<file path="config.mk">
export PLATFORM = sky130hd
export DESIGN_NAME = gba_link_responder
export DESIGN_NICKNAME = d
export VERILOG_FILES = /design/src/rtl/gba_link_responder_pkg.sv /design/src/rtl/gba_sck_sync.sv /design/src/rtl/gba_link_responder.sv
export SDC_FILE = /design/constraint.sdc
export NUM_CORES = 1
export LEC_CHECK = 0
export ABC_AREA = 1
export CORE_AREA = 10 10 148 116
export CTS_CLUSTER_DIAMETER = 30
export DETAILED_ROUTE_END_ITERATION = 8
export DIE_AREA = 0 0 158 126
export HOLD_SLACK_MARGIN = 0.08
export PLACE_DENSITY_LB_ADDON = 0.12
export SYNTH_ARGS = -nofsm -noshare
export SYNTH_HDL_FRONTEND = slang
export SYNTH_SLANG_ARGS = --single-unit
</file>
<file path="constraint.sdc">
create_clock -name clk -period 2.25 [get_ports clk]
set_input_delay 0.225 -clock clk [delete_from_list [all_inputs] [get_ports clk]]
set_output_delay 0.225 -clock clk [all_outputs]
set_load 0.01 [all_outputs]
</file>
<file path="src/rtl/gba_link_responder_pkg.sv">
// Shared types and helpers for the GBA link-port Normal-mode responder.
package gba_link_responder_pkg;

   typedef enum logic [1:0] {
      IDLE  = 2'd0,
      ARMED = 2'd1,
      SHIFT = 2'd2
   } gba_link_state_e;

   localparam int unsigned GBA_SIO_W8  = 8;
   localparam int unsigned GBA_SIO_W32 = 32;

   // Word length in bits for the latched mode.
   function automatic logic [5:0] sio_width(input logic mode_32);
      return mode_32 ? 6'(GBA_SIO_W32) : 6'(GBA_SIO_W8);
   endfunction

   // Bit that appears on SO first: bit 31 in 32-bit mode, bit 7 in 8-bit mode.
   function automatic logic sio_msb(input logic [31:0] word, input logic mode_32);
      return mode_32 ? word[31] : word[7];
   endfunction

endpackage

</file>
<file path="src/rtl/gba_sck_sync.sv">
// Synchronizes the asynchronous SCK/SI pads into the clk domain and turns
// SCK transitions into single-cycle registered strobes. SI is delayed by the
// same amount so that si_sync is valid in the cycle of rise_strobe.
module gba_sck_sync #(
   parameter int unsigned SYNC_STAGES = 2
) (
   input  logic clk,
   input  logic reset_n,
   input  logic sck_in,
   input  logic si_in,
   output logic rise_strobe,
   output logic fall_strobe,
   output logic si_sync
);

   logic [SYNC_STAGES-1:0] sck_sync_r;
   logic [SYNC_STAGES-1:0] si_chain_r;
   logic                   sck_prev_r;
   logic                   rise_strobe_r;
   logic                   fall_strobe_r;
   logic                   si_sync_r;

   // Synchronizer chains; SCK resets to its idle-high level so no false edge follows reset.
   always_ff @(posedge clk or negedge reset_n) begin
      if (!reset_n) begin
         sck_sync_r <= {SYNC_STAGES{1'b1}};
         si_chain_r <= {SYNC_STAGES{1'b0}};
      end else begin
         sck_sync_r <= {sck_sync_r[SYNC_STAGES-2:0], sck_in};
         si_chain_r <= {si_chain_r[SYNC_STAGES-2:0], si_in};
      end
   end

   // Registered edge detector; SI takes the same extra flop to stay aligned with the strobes.
   always_ff @(posedge clk or negedge reset_n) begin
      if (!reset_n) begin
         sck_prev_r    <= 1'b1;
         rise_strobe_r <= 1'b0;
         fall_strobe_r <= 1'b0;
         si_sync_r     <= 1'b0;
      end else begin
         sck_prev_r    <= sck_sync_r[SYNC_STAGES-1];
         rise_strobe_r <= sck_sync_r[SYNC_STAGES-1] & ~sck_prev_r;
         fall_strobe_r <= ~sck_sync_r[SYNC_STAGES-1] & sck_prev_r;
         si_sync_r     <= si_chain_r[SYNC_STAGES-1];
      end
   end

   assign rise_strobe = rise_strobe_r;
   assign fall_strobe = fall_strobe_r;
   assign si_sync     = si_sync_r;

endmodule

</file>
<file path="src/rtl/gba_link_responder.sv">
// GBA link-port Normal-mode clock slave: the GBA drives SCK, this core shifts
// its loaded word out on SO (MSB first) and captures SI on rising edges.
module gba_link_responder
   import gba_link_responder_pkg::*;
#(
   parameter int unsigned SYNC_STAGES    = 2,
   parameter int unsigned TIMEOUT_CYCLES = 65535
) (
   input  logic        clk,
   input  logic        reset_n,
   input  logic        sck_in,
   input  logic        si_in,
   output logic        so_out,
   input  logic        mode_32,
   input  logic [31:0] tx_data,
   input  logic        tx_valid,
   output logic        tx_ready,
   output logic [31:0] rx_data,
   output logic        rx_valid,
   output logic        busy,
   output logic        timeout_err
);

   localparam logic [15:0] TIMEOUT_LIMIT = TIMEOUT_CYCLES[15:0];

   gba_link_state_e state_r, state_nxt_s;

   logic        rise_s, fall_s, si_sync_s;
   logic        tx_ready_s, load_s, start_s, done_s, timeout_s;
   logic [31:0] tx_shreg_r, tx_shreg_nxt_s;
   logic [30:0] rx_shreg_r, rx_shreg_nxt_s;
   logic [31:0] rx_shifted_s, rx_word_s;
   logic [5:0]  bit_cnt_r, bit_cnt_nxt_s;
   logic        mode32_r, mode32_nxt_s;
   logic [15:0] idle_cnt_r, idle_cnt_nxt_s, idle_cnt_inc_s;
   logic        so_nxt_s, busy_nxt_s;
   logic        so_out_r, busy_r, rx_valid_r, timeout_err_r;
   logic [31:0] rx_data_r;

   gba_sck_sync #(
      .SYNC_STAGES(SYNC_STAGES)
   ) u_sync (
      .clk         (clk),
      .reset_n     (reset_n),
      .sck_in      (sck_in),
      .si_in       (si_in),
      .rise_strobe (rise_s),
      .fall_strobe (fall_s),
      .si_sync     (si_sync_s)
   );

   // A start edge in IDLE takes priority over a simultaneous load.
   assign tx_ready_s     = (state_r == IDLE) && !fall_s;
   assign load_s         = tx_valid && tx_ready_s;
   // idle_cnt counts clk cycles elapsed since the last SCK edge strobe.
   assign idle_cnt_inc_s = (idle_cnt_r == 16'hFFFF) ? idle_cnt_r : idle_cnt_r + 16'd1;
   assign rx_shifted_s   = {rx_shreg_r, si_sync_s};

   // State register.
   always_ff @(posedge clk or negedge reset_n) begin
      if (!reset_n) begin
         state_r <= IDLE;
      end else begin
         state_r <= state_nxt_s;
      end
   end

   // Next-state logic and transfer events.
   always_comb begin
      state_nxt_s = state_r;
      start_s     = 1'b0;
      done_s      = 1'b0;
      timeout_s   = 1'b0;
      case (state_r)
         IDLE: begin
            if (fall_s) begin
               start_s     = 1'b1;
               state_nxt_s = SHIFT;
            end else if (load_s) begin
               state_nxt_s = ARMED;
            end else begin
               state_nxt_s = IDLE;
            end
         end
         ARMED: begin
            if (fall_s) begin
               start_s     = 1'b1;
               state_nxt_s = SHIFT;
            end else begin
               state_nxt_s = ARMED;
            end
         end
         SHIFT: begin
            if (rise_s && ((bit_cnt_r + 6'd1) == sio_width(mode32_r))) begin
               done_s      = 1'b1;
               state_nxt_s = IDLE;
            end else if (!rise_s && !fall_s && (idle_cnt_inc_s >= TIMEOUT_LIMIT)) begin
               timeout_s   = 1'b1;
               state_nxt_s = IDLE;
            end else begin
               state_nxt_s = SHIFT;
            end
         end
         default: begin
            state_nxt_s = IDLE;
         end
      endcase
   end

   // Datapath next values: shift registers, bit counter, latched width, idle counter.
   always_comb begin
      tx_shreg_nxt_s = tx_shreg_r;
      rx_shreg_nxt_s = rx_shreg_r;
      bit_cnt_nxt_s  = bit_cnt_r;
      mode32_nxt_s   = mode32_r;
      idle_cnt_nxt_s = idle_cnt_r;
      case (state_r)
         IDLE: begin
            if (start_s) begin
               // No word loaded: send all-ones at the width selected now.
               tx_shreg_nxt_s = 32'hFFFF_FFFF;
               mode32_nxt_s   = mode_32;
               rx_shreg_nxt_s = 31'd0;
               bit_cnt_nxt_s  = 6'd0;
               idle_cnt_nxt_s = 16'd1;
            end else if (load_s) begin
               tx_shreg_nxt_s = tx_data;
               mode32_nxt_s   = mode_32;
            end else begin
               tx_shreg_nxt_s = tx_shreg_r;
            end
         end
         ARMED: begin
            if (start_s) begin
               rx_shreg_nxt_s = 31'd0;
               bit_cnt_nxt_s  = 6'd0;
               idle_cnt_nxt_s = 16'd1;
            end else begin
               tx_shreg_nxt_s = tx_shreg_r;
            end
         end
         SHIFT: begin
            if (done_s || timeout_s) begin
               tx_shreg_nxt_s = 32'd0;
               rx_shreg_nxt_s = 31'd0;
               bit_cnt_nxt_s  = 6'd0;
               idle_cnt_nxt_s = 16'd0;
            end else if (rise_s) begin
               rx_shreg_nxt_s = rx_shifted_s[30:0];
               bit_cnt_nxt_s  = bit_cnt_r + 6'd1;
               idle_cnt_nxt_s = 16'd1;
            end else if (fall_s) begin
               tx_shreg_nxt_s = {tx_shreg_r[30:0], 1'b1};
               idle_cnt_nxt_s = 16'd1;
            end else begin
               idle_cnt_nxt_s = idle_cnt_inc_s;
            end
         end
         default: begin
            tx_shreg_nxt_s = 32'd0;
            rx_shreg_nxt_s = 31'd0;
            bit_cnt_nxt_s  = 6'd0;
            idle_cnt_nxt_s = 16'd0;
         end
      endcase
   end

   // Output decode from the next state so registered outputs line up with the state change.
   always_comb begin
      so_nxt_s   = 1'b1;
      busy_nxt_s = 1'b0;
      rx_word_s  = mode32_r ? rx_shifted_s : {24'd0, rx_shifted_s[7:0]};
      case (state_nxt_s)
         IDLE: begin
            so_nxt_s   = 1'b1;
            busy_nxt_s = 1'b0;
         end
         ARMED: begin
            so_nxt_s   = sio_msb(tx_shreg_nxt_s, mode32_nxt_s);
            busy_nxt_s = 1'b0;
         end
         SHIFT: begin
            so_nxt_s   = sio_msb(tx_shreg_nxt_s, mode32_nxt_s);
            busy_nxt_s = 1'b1;
         end
         default: begin
            so_nxt_s   = 1'b1;
            busy_nxt_s = 1'b0;
         end
      endcase
   end

   // Datapath registers.
   always_ff @(posedge clk or negedge reset_n) begin
      if (!reset_n) begin
         tx_shreg_r <= 32'd0;
         rx_shreg_r <= 31'd0;
         bit_cnt_r  <= 6'd0;
         mode32_r   <= 1'b0;
         idle_cnt_r <= 16'd0;
      end else begin
         tx_shreg_r <= tx_shreg_nxt_s;
         rx_shreg_r <= rx_shreg_nxt_s;
         bit_cnt_r  <= bit_cnt_nxt_s;
         mode32_r   <= mode32_nxt_s;
         idle_cnt_r <= idle_cnt_nxt_s;
      end
   end

   // Output registers; rx_data only changes on a completed transfer.
   always_ff @(posedge clk or negedge reset_n) begin
      if (!reset_n) begin
         so_out_r      <= 1'b1;
         busy_r        <= 1'b0;
         rx_valid_r    <= 1'b0;
         timeout_err_r <= 1'b0;
         rx_data_r     <= 32'd0;
      end else begin
         so_out_r      <= so_nxt_s;
         busy_r        <= busy_nxt_s;
         rx_valid_r    <= done_s;
         timeout_err_r <= timeout_s;
         if (done_s) begin
            rx_data_r <= rx_word_s;
         end else begin
            rx_data_r <= rx_data_r;
         end
      end
   end

   assign so_out      = so_out_r;
   assign busy        = busy_r;
   assign rx_valid    = rx_valid_r;
   assign timeout_err = timeout_err_r;
   assign rx_data     = rx_data_r;
   assign tx_ready    = tx_ready_s;

endmodule

</file>
Word-level counts from Yosys, hierarchy flattened
Cells that the tools add are included.
- logic and storage cells: 91
- input port bits: 38
- register bits: 132
- output and inout bits: 37
- multiplexer cells: 41
- add/subtract/negate cells: 2
- bitwise gates (word level): 5
- magnitude comparators: 1
- reductions and logical operators: 13
- eq/ne operators: 11
- operator list (cell ; count):
    $mux W32 ; 6
    $pmux W32 S3 ; 1
    $mux W31 ; 3
    $mux W16 ; 5
    $pmux W31 S2 ; 1
    $pmux W16 S2 ; 1
    $mux W6 ; 4
    $add A16 B1 Y16 const B ; 1
    $eq A16 B16 Y1 const B ; 1
    $ge A16 B16 Y1 const B ; 1
    $mux W1 ; 14
    $pmux W6 S2 ; 1
    $mux W2 ; 4
    $add A6 B1 Y6 const B ; 1
    $eq A6 B6 Y1 ; 1
    $ne A3 B2 Y1 const B ; 2
    $ne A3 B3 Y1 const B ; 2
    $pmux W2 S3 ; 1
    $logic_and A1 B1 Y1 ; 5
    $eq A2 B1 Y1 const B ; 2
    $eq A2 B2 Y1 const B ; 2
    $reduce_and A4 Y1 ; 1
    $reduce_or A2 Y1 ; 2
    $not A1 Y1 ; 3
    6 further kinds ; 8

Longest topological paths before layout
Gate-level depths: netlist of the first run.
- depth after elaboration: 12
- gate-level depth with buffers: 16
- gate-level depth less buffers: 15

By module
Synthesis of the first run repeated with hierarchy kept, for this count alone.
- cells, all modules: 778
- area, all modules: 6423.7 um^2
- by module, submodules not included (module ; area each (um^2) ; times used ; cells an instance ; seq. area each (um^2)):
    gba_link_responder ; 6204.7 ; 1 ; 766 ; 3104.2
    gba_sck_sync ; 219.0 ; 1 ; 12 ; 203.9

Least setup slack after synthesis of the first run
No wires, ideal clock.
- path type: register -> register
- from: reg idle_cnt_r[0]
- to: reg so_out_r, in the netlist so_out
- data required time: 2.168 ns
- buffers on the path: 1
- setup slack: -0.133 ns
- library setup time: 0.082 ns
- data arrival time: 2.301 ns
- clock period less this slack: 2.383 ns
- cell stages (with the launch flop): 16
- cell sequence: dfrtp_1 > ha_1 > nand2_2 > nor2_2 > nand2_4 > nor2_4 > inv_2 > buf_6 > o21ai_0 > nand3_1 > nor2_4 > a21oi_2 > or2_2 > ha_1 > inv_1 > nand3_1
- elaborated cells on any way between the ends: 19
- those cells by class: add/sub (1); order compare (1); eq/ne (3); mux (11); reduce/logical (3)
- RTL lines (element ; line ; text):
    from (decl) ; gba_link_responder.sv:35 ; logic [15:0] idle_cnt_r, idle_cnt_nxt_s, idle_cnt_inc_s;
    from (signal assigned) ; gba_link_responder.sv:206 ; idle_cnt_r <= idle_cnt_nxt_s;
    $add A16 B1 Y16 or $eq A16 B16 Y1 (tied branches) ; gba_link_responder.sv:56 ; assign idle_cnt_inc_s = (idle_cnt_r == 16'hFFFF) ? idle_cnt_r : idle_cnt_r + 16'd1;
    $mux W16 * ; gba_link_responder.sv:56 ;
    $ge A16 B16 Y1 * ; gba_link_responder.sv:97 ; end else if (!rise_s && !fall_s && (idle_cnt_inc_s >= TIMEOUT_LIMIT)) begin
    $logic_and A1 B1 Y1 * ; gba_link_responder.sv:97 ;
    $mux W2 * ; gba_link_responder.sv:97 ;
    $mux W2 * ; gba_link_responder.sv:94 ; if (rise_s && ((bit_cnt_r + 6'd1) == sio_width(mode32_r))) begin
    $pmux W2 S3 * ; gba_link_responder.sv:74 ; case (state_r)
    net state_nxt_s[1] ; gba_link_responder.sv:26 ; gba_link_state_e state_r, state_nxt_s;
    $eq A2 B2 Y1 or $eq A2 B1 Y1 (tied branches) ; gba_link_responder.sv:173 ; case (state_nxt_s)
    $reduce_or A2 Y1 (no line) * ; n/a ;
    $mux W1 * ; n/a ;
    net so_nxt_s ; gba_link_responder.sv:36 ; logic so_nxt_s, busy_nxt_s;
    to (signal assigned) ; gba_link_responder.sv:219 ; so_out_r <= so_nxt_s;
    to (decl) ; gba_link_responder.sv:37 ; logic so_out_r, busy_r, rx_valid_r, timeout_err_r;
The timed path passes the listed nets; every way through them passes the cells marked *.
A chain may end at the register's enable or synchronous reset.

Worst setup path after layout of the first run
- from: reg idle_cnt_r[2]
- to: reg so_out_r, in the netlist so_out
Same word-level chain as after synthesis.

==> results.json, run 1 <==
{
  "wl_mm": 16.5,
  "period_needed_ns": 2.32,
  "via_count": 5517,
  "synth_cell_types": 32,
  "cts_root_buf": "clkbuf_16",
  "core.rowCount": 38,
  "synth_edf_count": 0,
  "fp.coreArea_um2": 14200,
  "worst-path-max-fanout": 11,
  "die_area_um2": 19900,
  "path_clk_slew_ns": 0.06,
  "grtUsageTotal_pct": 17.2,
  "peakVddDrop_mv": 0.829,
  "drtIter0Drc": 392,
  "setup_slack_ns": -0.0665,
  "avgRoutedWirePerCell_um": 15.5,
  "nets": 914,
  "grt_overflow": 0,
  "via_per_inst": 5.18,
  "r2r_setup_slack_ns": -0.07,
  "power_density_nw_per_um2": 970,
  "yosys_warnings": 0,
  "syn_inst": 751,
  "die-height_um": 126,
  "slew_viol_final": 0,
  "grt_setup_unrepaired": "yes",
  "initial_core_util_pct": 44.5,
  "ios": 75,
  "cts_tree": "done",
  "syn_to_final_growth_pct": 34.1,
  "grt_pass1_wl_mm": 28.1,
  "worstMarginPinSlew_ns": 0.594,
  "synthesis.area_um2": 6320,
  "cts_buffers": 17,
  "arrival_ns": 2.67,
  "port_buffers": 74,
  "ys_seq_area_share_pct": 52.3,
  "final_cell_mix": "nand2_1 (229), dfrtp_1 (125), clkdlybuf4s50_1 (73)",
  "worstPathRequired_ns": 2.61,
  "grt_pass1_vias": 5506,
  "gp_congestion": 0.870,
  "avgSynthCellArea_um2": 8.42,
  "antenna_found_initial": 0,
  "fin_crit_sh_pct": 103,
  "violations": "negative setup slack",
  "fmax_mhz": 432,
  "status": "complete, but fails checks",
  "drv_cap": 0,
  "clk_path_buf_depth": 2,
  "ys_async_sr_fraction_pct": 100,
  "max_slew_margin_pct": 60.4,
  "cp-start-kind": "flip-flop",
  "end_kind": "flip-flop",
  "finalPower_w": 0.00822,
  "hold_viol_final": 0,
  "setup_viol": 68,
  "numClockSinks": 132,
  "worst_clock_skew_ns": 0.0103,
  "final_common_cell": "nand2_1",
  "dp_hpwl_mm": 10.9,
  "synth_ff_type": "dfrtp_1",
  "dieWidth_um": 158,
  "syn_nets": 793,
  "layoutNonFillerInstCount": 1065,
  "drtPass1Iterations": 6,
  "synth_seq_cells": 132,
  "ant_nets": 0,
  "path_class": "reg2reg",
  "drcViolationCount": 0,
  "p_leak_nw": 3.89,
  "layout-drive-gt1-share_pct": 22.0,
  "htreeDepth": 4,
  "worstSkewPairLatency_ns": 0.42,
  "dp.cells": 1016,
  "antenna-diode-count": 0,
  "hp-class": "in2reg",
  "grt_start_max_net_pins": 61
}
[registers in the layout (all words and copies together) (netlist names)]
| signal | flops |
|---|---|
| rx_data | 32 |
| tx_shreg_r | 32 |
| rx_shreg_r | 31 |
| idle_cnt_r | 16 |
| bit_cnt_r | 6 |
| state_r | 2 |
| u_sync.sck_sync_r | 2 |
| u_sync.si_chain_r | 2 |
| busy | 1 |
| mode32_r | 1 |
| rx_valid | 1 |
| so_out | 1 |
| timeout_err | 1 |
| u_sync.fall_strobe | 1 |
| u_sync.rise_strobe | 1 |
| u_sync.sck_prev_r | 1 |
| u_sync.si_sync | 1 |
[routing by layer]
layer  track usage, %  wire, um  vias up
met4             4.84       142        0
met1             24.8      8130     2647
met3             4.83       936       13
met5                0         0        -
li1                 -         -     2723
met2             24.6      7270      134
[power by group]
| group | switching [W] | internal [W] | total [W] |
|---|---|---|---|
| logic | 0.00141 | 0.000955 | 0.00237 |
| registers | 0.000236 | 0.00273 | 0.00296 |
| clock network | 0.00106 | 0.00183 | 0.00289 |
[worst paths after layout]
path,startpoint,to,cells after the start
max,idle_cnt_r[2],so_out,14
min,sck_in,u_sync.sck_sync_r[0],1
max reg2reg,idle_cnt_r[2],so_out,14
min reg2reg,u_sync.sck_sync_r[0],u_sync.sck_sync_r[1],0
max in group asynchronous,reset_n,rx_data[12],3
min in group asynchronous,reset_n,rx_data[2],2
[critical path, cell delays in order (launching register included)]
cell and delay [ns]:
dfrtp_1 0.42, buf_4 0.16, nand2_4 0.06, nor2_4 0.12, nand2_4 0.09, nor2_4 0.17
inv_4 0.10, nand2_1 0.11, nand4_1 0.14, nor2_4 0.21, a21oi_4 0.08, or2_4 0.25
ha_4 0.27, inv_2 0.03, nand3_2 0.04
[cell usage after synthesis, types with 3 or more instances]
master      n  area share [%]
nand3_1    61             4.8
nand2_4     3            0.53
buf_6       7             1.2
nand2_1   237              14
nand4_1    41             4.1
o21ai_0    78             6.2
ha_1        4            0.79
nor2_4      4            0.71
nor2_1     34             2.0
dfrtp_1   128              51
xor2_1      4            0.55
nand2_2    26             2.6
a21oi_1     6            0.48
inv_1      38             2.3
o21ai_2    24             3.3
dfstp_2     4             1.7
buf_2       5            0.40
clkbuf_1   27             1.6
[stage by stage]
| step | worst slack [ns] | hold WS (ns) | setup TNS, ns | util, % | area, um^2 |
|---|---|---|---|---|---|
| 6_report | -0.0665 | 0.211 | -1.42 | 59.6 | 8480 |
| 5_1_grt | -0.209 | 0.206 | -11.21 | 59.6 | 8480 |
| 4_1_cts | -0.0321 | 0.200 | -0.149 | 59.4 | 8440 |
| 3_5_place_dp | -0.230 | 0.249 | -11.54 | 53.3 | 7570 |
| 3_3_place_gp | -0.125 | 0.239 | -3.31 | 53.3 | 7570 |
| 2_1_floorplan | -0.0168 | -0.0706 | -0.0168 | - | 6360 |
[final cells by class]
class	count	area, um^2
tap	180	225
clock buffer	21	470
fill	1232	5740
sequential	132	3310
timing repair buffer	143	1390
inverter	41	160
multi-input combinational	537	2770
clock inverter	11	149
[what timing repair did]
action                                 in CTS  in global routing
endpoints found under the hold margin      56                  0
setup endpoints to repair                  85                 94
hold buffers                                1                  0
pin swaps                                  14                  3
resized for setup                          29                  9
buffers inserted                           13                  1
gates cloned                                2                  0
[cell families (layout without fill, tap and decap cells)]
kind of cell / count (synthesis) / in the layout / synth area share, %
flops: 132 / 132 / 52.3
buf+inv: 82 / 216 / 5.80
simple gates: 413 / 413 / 29.7
xor+xnor: 5 / 5 / 0.693
compound gates: 115 / 115 / 10.7
fa+ha+maj: 4 / 4 / 0.792
Power figures use the tool's default switching activity.
==> run 2, diff against run 1 <==
==> constraint.sdc (replaced) <==
create_clock -name clk -period 2.25 [get_ports clk]
set_input_delay 0.225 -clock clk [delete_from_list [all_inputs] [get_ports clk]]
set_output_delay 0.225 -clock clk [all_outputs]
set_load 0.1 [all_outputs]
==> run 2 against run 1 <==
Against the previous run: the flow still finishes with violations (negative setup slack); via count down 0.29%; setup slack got worse by 0.015 ns; critical endpoint unchanged; routed wire length grew 0.44%; first-iteration DRC count rose by 47%; total power up 4.3%; register-to-register slack barely moved; fmax decreased by 0.64%; global-route usage is 0.72 points lower; sequential share of layout area down 0.39 points; sequential power barely moved; clock power barely moved.
==> results.json, run 2 (synthesis results as in run 1) <==
{
  "status": "complete, but fails checks",
  "violations": "negative setup slack",
  "final_area_um2": 8560,
  "antenna_found_initial": 0,
  "layout-drive-gt1-share_pct": 28.2,
  "fp.coreArea_um2": 14200,
  "peakVddDrop_mv": 0.638,
  "clk_path_buf_depth": 2,
  "dp.cells": 1017,
  "core.rowCount": 38,
  "via_count": 5501,
  "period_needed_ns": 2.33,
  "dieWidth_um": 158,
  "p_comb_share_pct": 31.5,
  "final_common_cell": "nand2_1",
  "drcViolationCount": 0,
  "placed_area_um2": 7540,
  "dp_hpwl_mm": 10.9,
  "port_buffers": 74,
  "worst_clock_skew_ns": 0.0158,
  "grt_overflow": 0,
  "setup_slack_ns": -0.0814,
  "nets": 919,
  "end_kind": "flip-flop",
  "fmax_mhz": 429,
  "p_leak_nw": 4.05,
  "crit_chain": "ha_4, nand2_4, nor2_4, nand2_4, nor2_4, buf_4, nand2_1, nand2_2, nor2_2, nand3_1, nor2_4, a21oi_4, or2_4, ha_4, inv_2, nand3_2",
  "internal-power_w": 0.00561,
  "switching_share_pct": 34.5,
  "worst-path-max-fanout": 5,
  "switchingPower_w": 0.00296,
  "slowest_delay_ns": 0.44,
  "r2r_setup_slack_ns": -0.08,
  "grt_pass1_wl_mm": 27.0,
  "ant_nets": 0,
  "cts_root_buf": "clkbuf_16",
  "worstMarginPinSlew_ns": 0.592,
  "finalPower_w": 0.00857,
  "final_core_utilization_pct": 60.2,
  "fill_cells": 1224,
  "initial_core_util_pct": 44.5,
  "avgRoutedWirePerCell_um": 15.5,
  "syn_to_final_growth_pct": 35.5,
  "grt_start_max_net_pins": 62,
  "cp_slowest_cell": "dfrtp_2",
  "max_slew_margin_pct": 60.5,
  "path_clk_slew_ns": 0.06,
  "hp-class": "in2reg",
  "cp-start-kind": "flip-flop",
  "setup_viol": 38,
  "worstSkewPairLatency_ns": 0.42,
  "holdWs_ns": 0.217,
  "drv_cap": 0,
  "power_density_nw_per_um2": 1000,
  "final_cell_mix": "nand2_1 (219), dfrtp_1 (124), buf_4 (94)",
  "via_per_inst": 5.14,
  "drtPass1Iterations": 7,
  "htreeDepth": 4,
  "grtUsageTotal_pct": 16.5,
  "gp_congestion": 0.869,
  "antenna-diode-count": 0,
  "grt_pass1_vias": 5347,
  "cts_tree": "done",
  "ios": 75,
  "wl_mm": 16.5,
  "seq_power_share_pct": 34.4,
  "drtIter0Drc": 576,
  "worstPathRequired_ns": 2.60,
  "fin_crit_sh_pct": 104,
  "hold_viol_final": 0,
  "slew_viol_final": 0,
  "p_clk_share_pct": 34.0,
  "cts_buffers": 17,
  "arrival_ns": 2.68,
  "die-height_um": 126,
  "grt_setup_unrepaired": "yes",
  "die_area_um2": 19900,
  "layoutNonFillerInstCount": 1070,
  "crit_top_cell": "nor2_4",
  "path_class": "reg2reg",
  "numClockSinks": 132
}
[run 2: through the flow]
step | worst slack [ns] | TNS [ns]
global route | -0.214 | -12.20
floorplan | -0.0168 | -0.0168
global placement | -0.107 | -2.81
CTS | -0.0784 | -1.91
detailed placement | -0.197 | -9.90
finish | -0.0814 | -1.06
[run 2: final timing paths]
path	end	cells after the start	start
worst min-delay path	u_sync.sck_sync_r[0]	1	sck_in
worst min register to register	u_sync.sck_sync_r[1]	0	u_sync.sck_sync_r[0]
max in group asynchronous	so_out	3	reset_n
worst max register to register	so_out	16	idle_cnt_r[1]
min in group asynchronous	rx_valid	2	reset_n
worst max-delay path	so_out	16	idle_cnt_r[1]
[run 2: area by class of cell]
cell class,instances,area (um^2),area share [%]
sequential,132,3310,38.7
tap,180,225,2.63
clock buffer,20,457,5.33
clock inverter,12,166,1.94
multi-input combinational,537,2820,32.9
timing repair buffer,148,1420,16.6
inverter,41,160,1.87
[run 2: power groups by stage]
stage	Combinational, W	Clock [W]	Sequential [W]
detailed placement	0.00220	0	0.00297
finish	0.00270	0.00292	0.00295
global placement	0.00215	0	0.00296
CTS	0.00245	0.00298	0.00294
floorplan	0.00142	0	0.00304
global route	0.00296	0.00308	0.00299
[run 2: layer usage]
metal | global-route usage, % | vias up | share of wire [%]
met5 | 0 | - | 0
met4 | 4.40 | 0 | 0.59
met3 | 5.31 | 9 | 7.3
met2 | 23.4 | 156 | 44
met1 | 23.6 | 2601 | 48
li1 | - | 2735 | -
[run 2: worst max-delay path: cells and delay by family, from the launching register on]
family	cells	cell delay, ns
flops	1	0.44
compound gates	1	0.10
buf+inv	2	0.16
simple gates	11	1.07
fa+ha+maj	2	0.45
[run 2: timing repair]
item / 4_1_cts / 5_1_grt
setup buffers: 8 / 8
gates resized for setup: 29 / 26
setup endpoints to repair: 82 / 118
hold endpoints to repair: 59 / 0
cloned: 1 / 3
pin swaps: 22 / 8
hold buffers: 1 / 0
